**src/rtl/serial_adder_pkg.sv**
```systemverilog
// Shared definitions for the serial_adder slice.
//   HACK_WIDTH : default operand/result width
//   state_t    : serial_adder control states (encodings kept from the legacy header)
package serial_adder_pkg;

  localparam int unsigned HACK_WIDTH = 16;

  typedef enum logic [1:0] {
    ST_IDLE  = 2'd0,
    ST_SHIFT = 2'd1,
    ST_DONE  = 2'd2
  } state_t;

endpackage

```
**src/rtl/serial_adder_full_adder.sv**
```systemverilog
// One-bit full adder cell, reused by serial_adder as its single arithmetic element.
// Ports:
//   a, b, cin : addend bits and carry-in
//   sum       : a ^ b ^ cin
//   cout      : carry out
module full_adder (
  input  logic a,
  input  logic b,
  input  logic cin,
  output logic sum,
  output logic cout
);

  assign sum  = a ^ b ^ cin;
  assign cout = (a & b) | (cin & (a ^ b));

endmodule

```
**src/rtl/serial_adder.sv**
```systemverilog
// Bit-serial two-operand adder: one full_adder plus a registered carry, LSB first,
// one bit per clock. Operands enter through a valid/ready handshake; after WIDTH
// shift cycles the result is held under a second valid/ready handshake.
// Ports:
//   clk, rst_n                 : clock, asynchronous active-low reset
//   start_valid / start_ready  : operand handshake (ready only in IDLE)
//   a, b, cin                  : operands, sampled on the accept edge only
//   result_valid / result_ready: result handshake (valid only in DONE)
//   sum, cout, overflow        : a+b+cin mod 2^WIDTH, carry out, signed overflow;
//                                retained after the result is taken
module serial_adder
  import serial_adder_pkg::*;
#(
  parameter int unsigned WIDTH = HACK_WIDTH
) (
  input  logic             clk,
  input  logic             rst_n,
  input  logic             start_valid,
  output logic             start_ready,
  input  logic [WIDTH-1:0] a,
  input  logic [WIDTH-1:0] b,
  input  logic             cin,
  output logic             result_valid,
  input  logic             result_ready,
  output logic [WIDTH-1:0] sum,
  output logic             cout,
  output logic             overflow
);

  localparam int unsigned       CW   = $clog2(WIDTH) + 1;
  localparam logic [CW-1:0]     LAST = CW'(WIDTH - 1);

  state_t           state_q,   state_d;
  logic [WIDTH-1:0] a_sh_q,    a_sh_d;
  logic [WIDTH-1:0] b_sh_q,    b_sh_d;
  logic [WIDTH-1:0] sum_sh_q,  sum_sh_d;
  logic [WIDTH-1:0] sum_q,     sum_d;
  logic             carry_q,   carry_d;
  logic             cout_q,    cout_d;
  logic             msb_cin_q, msb_cin_d;
  logic [CW-1:0]    cnt_q,     cnt_d;

  logic fa_sum;
  logic fa_cout;

  full_adder u_fa (
    .a    (a_sh_q[0]),
    .b    (b_sh_q[0]),
    .cin  (carry_q),
    .sum  (fa_sum),
    .cout (fa_cout)
  );

  // The visible result lives in its own registers, separate from the working
  // shift register, so sum/cout/overflow stay frozen while the next operation
  // is shifting.
  always_comb begin
    state_d   = state_q;
    a_sh_d    = a_sh_q;
    b_sh_d    = b_sh_q;
    sum_sh_d  = sum_sh_q;
    sum_d     = sum_q;
    carry_d   = carry_q;
    cout_d    = cout_q;
    msb_cin_d = msb_cin_q;
    cnt_d     = cnt_q;

    unique case (state_q)
      ST_IDLE: begin
        if (start_valid) begin
          a_sh_d  = a;
          b_sh_d  = b;
          carry_d = cin;
          cnt_d   = '0;
          state_d = ST_SHIFT;
        end
      end

      ST_SHIFT: begin
        sum_sh_d = {fa_sum, sum_sh_q[WIDTH-1:1]};
        carry_d  = fa_cout;
        a_sh_d   = a_sh_q >> 1;
        b_sh_d   = b_sh_q >> 1;
        cnt_d    = cnt_q + CW'(1);
        if (cnt_q == LAST) begin
          // carry_q here is the carry into the MSB
          msb_cin_d = carry_q;
          sum_d     = sum_sh_d;
          cout_d    = fa_cout;
          state_d   = ST_DONE;
        end
      end

      ST_DONE: begin
        if (result_ready) begin
          state_d = ST_IDLE;
        end
      end

      default: state_d = ST_IDLE;
    endcase
  end

  always_ff @(posedge clk or negedge rst_n) begin
    if (!rst_n) begin
      state_q   <= ST_IDLE;
      a_sh_q    <= '0;
      b_sh_q    <= '0;
      sum_sh_q  <= '0;
      sum_q     <= '0;
      carry_q   <= 1'b0;
      cout_q    <= 1'b0;
      msb_cin_q <= 1'b0;
      cnt_q     <= '0;
    end else begin
      state_q   <= state_d;
      a_sh_q    <= a_sh_d;
      b_sh_q    <= b_sh_d;
      sum_sh_q  <= sum_sh_d;
      sum_q     <= sum_d;
      carry_q   <= carry_d;
      cout_q    <= cout_d;
      msb_cin_q <= msb_cin_d;
      cnt_q     <= cnt_d;
    end
  end

  assign start_ready  = (state_q == ST_IDLE);
  assign result_valid = (state_q == ST_DONE);
  assign sum          = sum_q;
  assign cout         = cout_q;
  assign overflow     = msb_cin_q ^ cout_q;

endmodule

```
**config.mk**
```make
export PLATFORM = sky130hd
export DESIGN_NAME = serial_adder
export DESIGN_NICKNAME = d
export VERILOG_FILES = /design/src/rtl/serial_adder_pkg.sv /design/src/rtl/serial_adder_full_adder.sv /design/src/rtl/serial_adder.sv
export SDC_FILE = /design/constraint.sdc
export NUM_CORES = 1
export LEC_CHECK = 0
export CAP_MARGIN = 20
export CORE_MARGIN = 1.5
export CORE_UTILIZATION = 48
export CTS_CLUSTER_SIZE = 25
export DETAILED_ROUTE_END_ITERATION = 8
export GPL_ROUTABILITY_DRIVEN = 0
export PLACE_DENSITY_LB_ADDON = 0.25
export SYNTH_ARGS = -nofsm -noshare
export SYNTH_HDL_FRONTEND = slang
export SYNTH_SLANG_ARGS = --single-unit
export TNS_END_PERCENT = 20
```
**constraint.sdc**
```tcl
create_clock -name clk -period 1.75 [get_ports clk]
set_clock_uncertainty 0.2 [all_clocks]
set_input_delay 0.525 -clock clk [delete_from_list [all_inputs] [get_ports clk]]
set_output_delay 0.525 -clock clk [all_outputs]
set_load 0.03 [all_outputs]
```
==> flow_metrics.env <==
export IMPL_post_route_drc_count=0
export IMPL_syn_nets=359
export IMPL_core_rowCount=30
export IMPL_synthDistinctLibCells=27
export IMPL_start_kind="register"
export IMPL_start_util_pct=49.2
export IMPL_ios=57
export IMPL_antenna_found_initial=0
export IMPL_status="finished, violations left"
export IMPL_die_h_microns=86.3
export IMPL_reg2reg_to="sum[4]"
export IMPL_cts_buffers_inserted=9
export IMPL_synth_seq_cells=73
export IMPL_synth_top_area_share_pct=54.9
export IMPL_cts_tree="built"
export IMPL_area_delta_synth_final_pct=32.1
export IMPL_drt_pass1_iterations=5
export IMPL_syn_cell_area_sq_um=3330
export IMPL_vias=2571
export IMPL_whs_path_depth=2
export IMPL_overflow=0
export IMPL_wl_per_cell_microns=15.3
export IMPL_worst_pin_slew_ps=384
export IMPL_cp_required_ps=1020
export IMPL_synth_warnings=0
export IMPL_final_cell_mix="dfrtp_1 (72), nand2_1 (50), a21oi_1 (34), clkdlybuf4s50_1 (34)"
export IMPL_stdcell_area_sq_um=4400
export IMPL_wl_met1_microns=3430
export IMPL_rsz0062_at_grt="true"
export IMPL_clk_latency_ps=350
export IMPL_place_hpwl_microns=4410
export IMPL_max_slew_margin_pct=74.4
export IMPL_yosys_area_top_type="dfrtp_1"
export IMPL_synth_avg_cell_area_sq_um=10.4
export IMPL_layout_commonest_cell="dfrtp_1"
export IMPL_vias_per_cell=5.45
export IMPL_critPathLaunch="state_q[0]"
export IMPL_grt_pass1_vias=2390
export IMPL_critPathKind="reg -> out"
export IMPL_top_layer="met4"
export IMPL_fp_dieArea_sq_um=7440
export IMPL_antenna_cells=0
export IMPL_hold_end="sum_sh_q[1]"
export IMPL_place_area_sq_um=4040
export IMPL_end_kind="primary output"
export IMPL_port_buffers=56
export IMPL_reg2reg_depth=5
export IMPL_timing_final_hold_violations=0
export IMPL_max_freq_mhz=552
export IMPL_drt_wl_total_microns=7210
export IMPL_fin_nets=427
export IMPL_final_max_slew_viol_count=0
export IMPL_whs_ps=284
export IMPL_antenna_left=0
export IMPL_layout_drive_gt1_share_pct=23.0
export IMPL_first_iter_violations=183
export IMPL_arrival_ps=1090
export IMPL_r2r_slack_ps=-20
export IMPL_rr_startpoint="cnt_q[1]"
export IMPL_clock_sinks=73
export IMPL_ir_worst_vdd_mv=0.761
export IMPL_synth_seq_area_share_pct=54.9
export IMPL_syn_inst=319
export IMPL_grt_pass1_wl_microns=11900
export IMPL_hold_path_class="reg -> reg"
export IMPL_hold_start="sum_sh_q[1]"
export IMPL_max_cap_violations=0
export IMPL_fin_crit_sh_pct=103
export IMPL_ys_top_cells_by_area="dfrtp_1 (55%), a22oi_1 (7.0%), nor2b_1 (6.0%)"
export IMPL_finalSetupViolCount=9
export IMPL_violations="negative setup slack"
export IMPL_wl_met3_microns=400
export IMPL_finalPower_mw=7.25
export IMPL_cts_buffer_depth=2
export IMPL_die_w_microns=86.3
export IMPL_grt_usage_pct=20.6
export IMPL_setup_slack_ps=-60.6
export IMPL_min_period_ps=1810
export IMPL_cts_clk_slew_worst_paths_ps=70
export IMPL_cts_root_buffer="clkbuf_8"
export IMPL_h_tree_depth=3
export IMPL_p_per_area_nw_per_um2=1650
export IMPL_grt_max_degree=74
export IMPL_met2WireLength_microns=3210
export IMPL_core_area_sq_um=6760
export IMPL_crit_path_max_fanout=3
export IMPL_cellLeakagePower_nw=2.04
## Yosys cell counts, drive strengths merged
cell	number
dfrtp	73
buf	11
fa	1
nor2	2
mux2	19
nor2b	32
and3	1
nand3	2
nand2	51
ha	2
a21oi	34
a22oi	31
nand2b	2
o311ai	1
inv	2
o21bai	1
a22o	2
clkbuf	12
xor2	1
o21ai	36
and2b	3
## state kept, by name (all words and copies together), names as in the netlist
name and flops:
a_sh_q 16, b_sh_q 16, sum 16, sum_sh_q 15
cnt_q 5, state_q 2, carry_q 1, cout 1
msb_cin_q 1
## where the power goes
group / leakage [nW] / switching (mW) / internal (mW)
registers: 0.956 / 0.487 / 2.35
logic: 0.992 / 1.64 / 1.46
clock network: 0.0953 / 0.624 / 0.693
total: 2.04 / 2.75 / 4.50
## worst max path at each step
stage | to | slack, ps
after global placement | state_q[0] | -250
after detailed placement | state_q[0] | -240
after floorplan | start_ready | -20
after global routing | result_valid | -110
final | result_valid | -60
after CTS | result_valid | -80
## per-layer routing
layer / GRT usage, % / vias to the layer above
met5: 0 / -
met4: 10.7 / 0
met3: 3.71 / 11
met2: 29.0 / 91
met1: 30.5 / 1221
li1: - / 1248
## worst max-delay path: stages, from the launching register on
cell,delay (ps)
dfrtp_1,420
nand2b_4,170
inv_2,50
buf_6,120
## cells by family after synthesis
group / count (synthesis) / synth area share (%)
compound gates: 105 / 18.5
xor+xnor: 1 / 0.263
fa+ha+maj: 3 / 1.35
buf+inv: 25 / 3.65
flops: 73 / 54.9
mux: 19 / 7.45
simple gates: 93 / 13.8
## layout make-up
type,instances,area [sq um]
fill,553,2360
sequential,73,1830
multi-input combinational,223,1510
timing repair buffer,78,757
clock buffer,11,141
tap,80,100
clock inverter,5,55.1
inverter,2,7.51
## through the flow
stage	setup WS [ps]	setup TNS [ps]	std cells	utilization [%]
after floorplan	-23.7	-127	319	-
after global placement	-251	-6930	449	59.8
after detailed placement	-241	-8020	449	59.8
after CTS	-78.2	-458	468	63.9
after global routing	-107	-1030	472	65.1
final	-60.6	-260	472	65.1
## what timing repair did
action | 4_1_cts | 5_1_grt
hold endpoints to repair | 36 | 0
setup endpoints to repair | 34 | 38
setup buffers | 2 | 2
gates resized for setup | 57 | 10
hold buffers | 1 | 0
pin swaps | 4 | 2
gates cloned | 0 | 2
Power figures use the tool's default switching activity.
